File: src/rtl/nibble_adder_pkg.sv
// Shared definitions for the nibble-serial adder: FSM states, nibble width,
// and the index-width helper.
package nibble_adder_pkg;

  localparam int unsigned NIB_W = 4;

  typedef enum logic [1:0] {
    IDLE = 2'd0,
    RUN  = 2'd1,
    DONE = 2'd2
  } state_e;

  // ceil(log2(nib)), never less than 1 so the index register always exists
  function automatic int unsigned idx_width(input int unsigned nib);
    int unsigned w;
    w = 1;
    for (int unsigned i = 1; i < 32; i++) begin
      if ((32'd1 << i) < nib) w = i + 1;
    end
    return w;
  endfunction

endpackage

File: src/rtl/CLA_4_bit.sv
// Existing 4-bit carry-lookahead adder stage shared by the serial adder.
module CLA_4_bit (
  input  logic [3:0] a,
  input  logic [3:0] b,
  input  logic       cin,
  output logic       cout,
  output logic [3:0] sum
);

  logic [3:0] g;
  logic [3:0] p;
  logic [4:0] c;

  assign g = a & b;
  assign p = a ^ b;

  // Flattened lookahead terms, no ripple between bit positions
  assign c[0] = cin;
  assign c[1] = g[0] | (p[0] & cin);
  assign c[2] = g[1] | (p[1] & g[0]) | (p[1] & p[0] & cin);
  assign c[3] = g[2] | (p[2] & g[1]) | (p[2] & p[1] & g[0])
              | (p[2] & p[1] & p[0] & cin);
  assign c[4] = g[3] | (p[3] & g[2]) | (p[3] & p[2] & g[1])
              | (p[3] & p[2] & p[1] & g[0]) | (p[3] & p[2] & p[1] & p[0] & cin);

  assign sum  = p ^ c[3:0];
  assign cout = c[4];

endmodule

File: src/rtl/nibble_serial_adder.sv
// WIDTH-bit adder that streams operands LS-nibble first through one CLA_4_bit,
// one nibble per clock, and reassembles the sum.
module nibble_serial_adder
  import nibble_adder_pkg::*;
#(
  parameter int unsigned WIDTH = 16
) (
  input  logic             clk,
  input  logic             rst_n,
  input  logic             start,
  input  logic [WIDTH-1:0] a,
  input  logic [WIDTH-1:0] b,
  input  logic             cin,
  output logic             busy,
  output logic             done,
  output logic [WIDTH-1:0] sum,
  output logic             cout
);

  localparam int unsigned NIB   = WIDTH / NIB_W;
  localparam int unsigned IDX_W = idx_width(NIB);

  state_e             state_q, state_d;
  logic [WIDTH-1:0]   a_q, a_d;
  logic [WIDTH-1:0]   b_q, b_d;
  logic               carry_q, carry_d;
  logic [IDX_W-1:0]   idx_q, idx_d;
  logic [WIDTH-1:0]   sum_q, sum_d;
  logic               cout_q, cout_d;
  logic               busy_q, busy_d;
  logic               done_q, done_d;
  logic [NIB_W-1:0]   cla_sum_c;
  logic               cla_cout_c;

  // Operands shift right each pass, so the CLA always sees bits [3:0]
  CLA_4_bit u_cla (
    .a    (a_q[NIB_W-1:0]),
    .b    (b_q[NIB_W-1:0]),
    .cin  (carry_q),
    .cout (cla_cout_c),
    .sum  (cla_sum_c)
  );

  always_ff @(posedge clk or negedge rst_n) begin
    if (!rst_n) begin
      state_q <= IDLE;
      a_q     <= '0;
      b_q     <= '0;
      carry_q <= 1'b0;
      idx_q   <= '0;
      sum_q   <= '0;
      cout_q  <= 1'b0;
      busy_q  <= 1'b0;
      done_q  <= 1'b0;
    end else begin
      state_q <= state_d;
      a_q     <= a_d;
      b_q     <= b_d;
      carry_q <= carry_d;
      idx_q   <= idx_d;
      sum_q   <= sum_d;
      cout_q  <= cout_d;
      busy_q  <= busy_d;
      done_q  <= done_d;
    end
  end

  always_comb begin
    state_d = state_q;
    a_d     = a_q;
    b_d     = b_q;
    carry_d = carry_q;
    idx_d   = idx_q;
    sum_d   = sum_q;
    cout_d  = cout_q;
    busy_d  = 1'b0;
    done_d  = 1'b0;
    unique case (state_q)
      // DONE accepts a new request exactly like IDLE
      IDLE, DONE: begin
        if (start) begin
          state_d = RUN;
          a_d     = a;
          b_d     = b;
          carry_d = cin;
          idx_d   = '0;
          sum_d   = '0;
          cout_d  = 1'b0;
          busy_d  = 1'b1;
        end else begin
          state_d = IDLE;
        end
      end
      RUN: begin
        sum_d[idx_q*NIB_W +: NIB_W] = cla_sum_c;
        a_d     = a_q >> NIB_W;
        b_d     = b_q >> NIB_W;
        carry_d = cla_cout_c;
        idx_d   = idx_q + IDX_W'(1);
        if (idx_q == IDX_W'(NIB - 1)) begin
          state_d = DONE;
          cout_d  = cla_cout_c;
          done_d  = 1'b1;
        end else begin
          busy_d  = 1'b1;
        end
      end
      default: state_d = IDLE;
    endcase
  end

  assign busy = busy_q;
  assign done = done_q;
  assign sum  = sum_q;
  assign cout = cout_q;

endmodule

File: config.mk
export PLATFORM = sky130hd
export DESIGN_NAME = nibble_serial_adder
export DESIGN_NICKNAME = d
export VERILOG_FILES = /design/src/rtl/nibble_adder_pkg.sv /design/src/rtl/CLA_4_bit.sv /design/src/rtl/nibble_serial_adder.sv
export SDC_FILE = /design/constraint.sdc
export NUM_CORES = 1
export LEC_CHECK = 0
export BUFFER_PORTS_ARGS = -buffer_cell sky130_fd_sc_hd__buf_2
export CAP_MARGIN = 20
export CORE_MARGIN = 3
export CORE_UTILIZATION = 35
export DETAILED_ROUTE_END_ITERATION = 16
export SYNTH_ARGS = -nofsm -noshare
export SYNTH_HDL_FRONTEND = slang
export SYNTH_SLANG_ARGS = --single-unit
File: constraint.sdc
create_clock -name clk -period 3.5 [get_ports clk]
set_clock_uncertainty 0.2 [all_clocks]
set_input_delay 0.175 -clock clk [delete_from_list [all_inputs] [get_ports clk]]
set_output_delay 0.175 -clock clk [all_outputs]
set_load 0.02 [all_outputs]
==> results of run 1 <==
metrics by stage:
stage | setup slack [ns] | power [mW] | cells | util (%)
CTS | 1.44 | 2.95 | 384 | 49.0
finish | 1.42 | 2.91 | 384 | 49.0
global route | 1.21 | 3.19 | 384 | 49.0
global placement | 1.43 | 2.53 | 342 | 42.4
detailed placement | 1.44 | 2.56 | 342 | 42.4
floorplan | 1.54 | 2.18 | 217 | -
cells in the mapped netlist, drive strengths merged:
| cell type | n | share of area (%) |
|---|---|---|
| nor3b | 1 | 0.78 |
| a21oi | 6 | 1.2 |
| nand3 | 1 | 0.21 |
| clkbuf | 2 | 0.31 |
| a22o | 24 | 8.7 |
| nand2b | 2 | 0.52 |
| nor4 | 2 | 1.1 |
| ha | 9 | 4.7 |
| xor2 | 1 | 0.36 |
| a21o | 2 | 0.62 |
| fa | 1 | 0.83 |
| nor2b | 3 | 0.78 |
| and4 | 1 | 0.47 |
| dfrtp | 56 | 58 |
| o21ai | 5 | 1.0 |
| xnor2 | 1 | 0.36 |
| nand2 | 7 | 1.1 |
| or3 | 1 | 0.47 |
| nor3 | 3 | 0.62 |
| buf | 8 | 1.6 |
| nor2 | 51 | 8.0 |
| o22ai | 25 | 6.5 |
| a2111oi | 1 | 1.1 |
| inv | 4 | 0.62 |
power groups by stage:
stage | Clock [mW] | Combinational [mW] | Sequential, mW
finish | 0.362 | 1.46 | 1.09
global route | 0.408 | 1.66 | 1.12
CTS | 0.374 | 1.49 | 1.09
detailed placement | 0 | 1.45 | 1.10
global placement | 0 | 1.43 | 1.10
floorplan | 0 | 1.03 | 1.15
tightest hold or removal path: stages:
cell and delay (ns):
buf_2 0.08, nand2b_1 0.05, buf_4 0.22, o21ai_0 0.10
how the worst max path moves through the flow:
stage | endpoint | cells past startpoint
global route | sum[9] | 5
floorplan | sum[11] | 5
CTS | sum[11] | 5
finish | sum[8] | 5
detailed placement | sum[11] | 5
global placement | sum[11] | 5
timing repair:
item,CTS,global route
hold buffers,34,0
setup buffers,0,0
endpoints found under the hold margin,70,0
cells by family (layout without fill, tap and decap cells):
group,count (synthesis),after routing,synth area share [%]
and+or+nand+nor,72,72,14.1
AOI/OAI and AO/OA,63,63,19.2
DFF,56,56,58.0
buffers and inverters,14,104,2.49
adders and majority gates,10,10,5.49
xor gates and xnor gates,2,2,0.725
cell type report:
class | count | area share [%]
flip-flops and latches | 56 | 43.8
multi-input cells | 147 | 29.9
repair buffers | 92 | 20.0
well taps | 77 | 3.01
clock buffers | 5 | 2.15
clock inverters | 3 | 0.665
inverters | 4 | 0.469
routing by layer:
metal | global-route usage (%) | routed length (µm) | up-vias
li1 | - | - | 963
met1 | 21.6 | 2690 | 891
met2 | 24.3 | 2490 | 53
met3 | 3.13 | 248 | 7
met4 | 4.47 | 65 | 0
met5 | 0 | 0 | -
cell usage in the layout, fill, tap and decap left out:
cell,instances
o22ai_1,25
a2111oi_4,1
buf_4,4
a21o_1,2
nor4_1,1
dfrtp_1,56
nand3_1,1
or3_4,1
nor4_4,1
inv_1,3
nand2_1,7
o21ai_0,5
clkbuf_8,5
inv_6,1
xor2_1,1
nor3b_4,1
nor2b_1,3
ha_1,9
a21oi_1,6
buf_2,54
nor2_2,1
dlygate4sd3_1,34
and4_4,1
inv_2,1
nor3_1,3
xnor2_1,1
nand2b_1,2
nor2_1,50
a22o_1,24
clkinv_2,1
fa_1,1
clkinvlp_4,1
state kept, by name (all words and copies together) (netlist names):
name,count
a_q,16
b_q,16
sum,16
idx_q,2
state_q,2
busy,1
carry_q,1
cout,1
done,1
==> impl_results.md, run 1 <==
* Status: completed
* Die area at approximately 0.0079 mm²
* DRT iter0 DRCs at 54
* Post-CTS Resized at 0
* Hold EP: state_q[0]
* Psw at between 1 and 1.5 mW
* RR Startpoint: idx_q[0]
* Initial core utilization at 37.0%
* Pwr Density at 910 mW/mm²
* Max stage delay on crit path at 0.54 ns
* Reported max-cap violation count at 0
* Reg2Reg Depth at 5
* Fill count at ~610
* DIE HEIGHT at approximately 90 µm
* Part of the cycle the worst path needs at 59.6%
* Share of layout cells above drive strength 1 at 23.8%
* Worst Path Buf+Inv at 1
* Routability Congestion at 0.754
* Total area of sequential cells at 0.00140 mm²
* Hold Path Stages at 4
* Combinational power share at 50.2%
* Worst-Skew Late Latency at 0.31 ns
* Flops & latches, synth at 56
* Area Overhead vs Synth at 32.4%
* VDD IR-drop max at around 0.3 mV
* Total track usage at 15.4%
* Sequential Power Share at 37.3%
* DRT antenna net count at 0
* Syn_nets at 263
* Final nets at 352
* R2R Path End: sum[8]
* Initial antenna violation count at 0
* Detailed-route via count at ~1900
* N_diodes at 0
* Multi-input gate area at around 950 µm²
* DRT Pass-1 Iters at 4
* Final setup violation count at 0
* Worst-path clk slew at roughly 0.11 ns
* P_int at 1.65 mW
* Crit. Startpoint: idx_q[0]
* R2r setup slk at around 1.4 ns
* Placed Instance Area at approximately 0.0028 mm²
* Synth Warn # at 0
* WHS at 0.160 ns
* Actual slew at the worst max-slew pin at 0.847 ns
* Required time worst endpoint at between 3 and 4 ns
* Gr ovfl total at 0
* PortBufs at 54
* Die width at 89.1 µm
* Synth Cell Area at 0.00242 mm²
* CTS tree: yes
* Count of different cell masters after synthesis at 28
* Row count at 29
* Crit path max fanout at 7
* Pin count of the biggest net entering global routing at 39
* Slew headroom at 43.4%
* Syn_area_per_cell at 11.1 µm²
* Cell Chain, Critical Path: inv_2 -> ha_1 -> nand2_1 -> nor4_1 -> a22o_1
* Critical path endpoint category: register
* Setup CP Type: reg2reg
* Num ports at 55
* Worst hold start: start
* TritonCTS buffer count at 5
* Root Driver: clkbuf_8
* Final Hold Viols at 0
* Sink Count at 56
* Setup TNS at 0 ns
* Arr. time, crit path at 2.15 ns
* Post-Route WL at 5.49 mm
* HPWL Detailed at 3.68 mm
* Seq/Total Area, Yosys at 58.0%
* Cells after synthesis at 217
* Residual DRC at 0
* Htree depth at 2
* Net Sw Frac at 43.2%
* Vias in the first global route at 1987
* CORE AREA at 0.00653 mm²
* Period minus WS final at 2.08 ns
* Worst hold path class: in2reg
* Clock Power Share at 12.4%
* Critical path's top delay family: simple AND/OR/NAND/NOR gates
* Design area at 0.00320 mm²
* First-pass GRT wire length at ~9.5 mm
* Max Freq at 480 MHz
* RSZ-0062 raised after global routing: false
* Worst path slowest cell: nor4_1
* Fin. max-slew vios at 0
* Vias/cell at around 5
* CTS Buffer Depth at 2
* Mean routed wirelength per cell at 14.3 µm
* Leak pwr at between 1.5 and 2 nW
* Critical Path Start Type: register
Note: power is estimated with default switching activity, not from simulation.
==> run 2: changes to the inputs <==
- ABC_AREA: unset -> 1
- clock period: 3.5 -> 2.1 ns (I/O delays scaled with it)
==> impl_results.md, run 2 <==
* Critical Path Start Type: register
* Initial core utilization at 36.5% (-0.53 points)
* Critical path endpoint category: register
* Commonest non-fill, non-tap cell in the layout: nor2_1
* CORE AREA at 0.00683 mm² (+4.6%)
* Num ports at 55 (unchanged)
* Share of layout cells above drive strength 1 at 20.8% (-3.0 points)
* Cell Chain, Critical Path: ha_1 -> nand2_1 -> nand2_1 -> nor2_1 -> nand2_1 -> nand2_1 -> nand3_1 -> nor2_1 -> nand2_1 -> nand2_1
* Synth cell count leaders: nor2_1 (57), dfrtp_1 (56), nand2_1 (31), o22ai_1 (28), inv_1 (20)
* RSZ-0062 raised after global routing: false
* Residual DRC at 0 (unchanged)
* Fin. max-slew vios at 0 (unchanged)
* Most frequent cells in the layout: nor2_1 (57), dfrtp_1 (56), buf_2 (54)
* Actual slew at the worst max-slew pin at 0.519 ns (-0.329 ns)
* Setup bufs post-CTS at 0 (unchanged)
* Status: completed
* Yosys top cell by area: dfrtp_1
* DIE HEIGHT at 90.4 µm (+1.4%)
* Initial antenna violation count at 0 (unchanged)
* Routability Congestion at 0.816 (+8.3%)
* Total track usage at 14.8% (-0.64 points)
* Final setup violation count at 0 (unchanged)
* Pwr Density at 1450 mW/mm² (+60%)
* Count of different cell masters after synthesis at 24 (-14%)
* CTS Buffer Depth at 2 (unchanged)
* Placed Cells at 406 (+19%)
* Most numerous cell on the critical path: nand2_1
* Sink Count at 56 (unchanged)
* Final Hold Viols at 0 (unchanged)
* Largest family of logic cells by synthesized area: simple AND/OR/NAND/NOR gates
* DRT antenna net count at 0 (unchanged)
* Post-Synth XOR/XNOR Area at 1.05% (+0.33 points)
* Gr ovfl total at 0 (unchanged)
* Cells after synthesis at 260 (+20%)
* Pin count of the biggest net entering global routing at 36 (-7.7%)
* Worst hold path class: in2reg
* Row count at 30 (+3.4%)
* VDD IR-drop max at 0.608 mV (+100%)
* Worst-Skew Late Latency at 0.31 ns (about the same)
* Asr flop ratio synth at 100% (unchanged)
* Setup TNS at 0 ns (unchanged)
* Part of the cycle the worst path needs at 86.4% (+27 points)
* Mean routed wirelength per cell at 12.8 µm (-10%)
* Vias in the first global route at 2114 (+6.4%)
* Final nets at 397 (+13%)
* Die width at 90.4 µm (+1.4%)
* Worst-path clk slew at 0.10 ns (about the same)
* Post-synthesis adder-cell area fraction at 5.32% (-0.17 points)
* Seq/Total Area, Yosys at 56.3% (-1.7 points)
* CTS tree: yes
* Htree depth at 2 (unchanged)
* Arr. time, crit path at 1.86 ns (-0.29 ns)
* Syn_nets at 306 (+16%)
* Period minus WS final at 1.82 ns (-0.270 ns)
* Flops & latches, synth at 56 (unchanged)
* Die area at 0.00817 mm² (+2.9%)
* Cells taking the most area after synthesis: dfrtp_1 (56%), nor2_1 (8.6%), o22ai_1 (7.0%), nand2_1 (4.7%), ha_1 (4.5%)
* Slew headroom at 65.4% (+22 points)
* Worst path slowest cell: dfrtp_1
* First-pass GRT wire length at 10.2 mm (+7.5%)
* TritonCTS buffer count at 5 (unchanged)
* Post-synthesis compound-gate area fraction at 13.5% (-5.8 points)
* PortBufs at 54 (unchanged)
* Post-synth EDFFs at 0 (unchanged)
* Simple-gate area share of the yosys netlist at 17.7% (+3.6 points)
* N_diodes at 0 (unchanged)
* Vias/cell at 4.71 (-5.6%)
* Layout Cells excl Fill at 447 (+16%)
* Post-Route WL at 5.72 mm (+4.2%)
* HPWL Detailed at 3.98 mm (+7.9%)
* DRT Pass-1 Iters at 4 (unchanged)
* Post-synth top area share at 56.3% (-1.7 points)
* Max stage delay on crit path at 0.40 ns (-0.14 ns)
* Area Overhead vs Synth at 31.8%
* Root Driver: clkbuf_8
* Syn_area_per_cell at 9.58 µm² (-14%)
* Required time worst endpoint at 2.15 ns (-1.41 ns)
* Setup CP Type: reg2reg
* Crit path max fanout at 5 (-2)
* Main flop type after synthesis: dfrtp_1
* Synth Cell Area at 0.00249 mm² (+3.1%)
* Count leader, synth: nor2_1
* DRT iter0 DRCs at 110 (+100%)
* Multiplexer share of the synthesized area at 0% (unchanged)
* Reported max-cap violation count at 0 (unchanged)
* Detailed-route via count at 2104 (+9.9%)
* Leak pwr at 1.66 nW (+6.5%)
* Synth Warn # at 0 (unchanged)
* Max Freq at 551 MHz (+15%)
==> run 2: cell count changes after synthesis, moves of 3 or more <==
cell,delta
buf_6,+3
nor2b_1,-3
buf_2,-5
o22ai_1,+3
inv_2,+4
nor3_1,-3
nand3_1,+11
nor2_1,+7
nand2_1,+24
o21ai_1,+10
a21oi_1,-5
inv_1,+17
a22o_1,-16
==> run 2: report_power, final <==
group | leakage (nW) | switching [mW] | internal (mW)
logic | 0.909 | 1.46 | 0.901
clock network | 0.0400 | 0.343 | 0.227
registers | 0.710 | 0.306 | 1.53
==> run 2: path summary, 6_finish.rpt <==
| path | startpoint | end | slack, ns | cells past startpoint |
|---|---|---|---|---|
| worst max-delay path | a_q[2] | sum[15] | 0.28 | 10 |
| worst min-delay path | start | state_q[0] | 0.07 | 3 |
| worst max register to register | a_q[2] | sum[15] | 0.28 | 10 |
| worst min register to register | sum[6] | sum[6] | 0.28 | 2 |
| max in group asynchronous | rst_n | a_q[3] | 1.03 | 3 |
| min in group asynchronous | rst_n | b_q[2] | 0.11 | 2 |
==> run 2: logic make-up after synthesis <==
family,Yosys count
buffers and inverters,33
XOR/XNOR,3
adder cells (fa/ha/maj),10
AO/OA/AOI/OAI,53
flip-flops,56
AND/OR/NAND/NOR,105
==> run 2: final cells by class <==
class / count / area, µm²
clock buffer: 5 / 68.8
inverter: 25 / 93.8
multi-input combinational: 171 / 935
clock inverter: 2 / 12.5
tap: 96 / 120
timing repair buffer: 92 / 653
fill: 689 / 3550
sequential: 56 / 1400
==> run 2: critical path, delay by kind of cell, from the launching register on <==
| family | cells | cell delay [ns] |
|---|---|---|
| AND/OR/NAND/NOR | 9 | 0.78 |
| flip-flops | 1 | 0.40 |
| adder cells (fa/ha/maj) | 1 | 0.36 |
==> run 2: routing by layer <==
layer  part of all wire, %  global-route usage [%]
met1                    48                    20.3
met2                    46                    24.2
met3                   4.3                    3.00
met4                  0.80                    3.19
met5                     0                       0
==> run 2: stage by stage <==
step                util, %  setup slack [ns]  power [mW]  area (µm²)  hold slack, ns
finish                 48.1             0.285        4.77        3280          0.0724
global route           48.1            0.0984        5.25        3280          0.0958
CTS                    48.1             0.292        4.81        3280          0.0682
detailed placement     41.9             0.324        4.19        2860         -0.0873
global placement       41.9             0.360        4.15        2860         -0.0900
floorplan                 -             0.480        3.63        2490          -0.391
==> run 2: repair_timing <==
action                    in CTS  in global routing
hold buffers                  34                  0
hold endpoints to repair      89                  0
gates resized for setup        0                  0
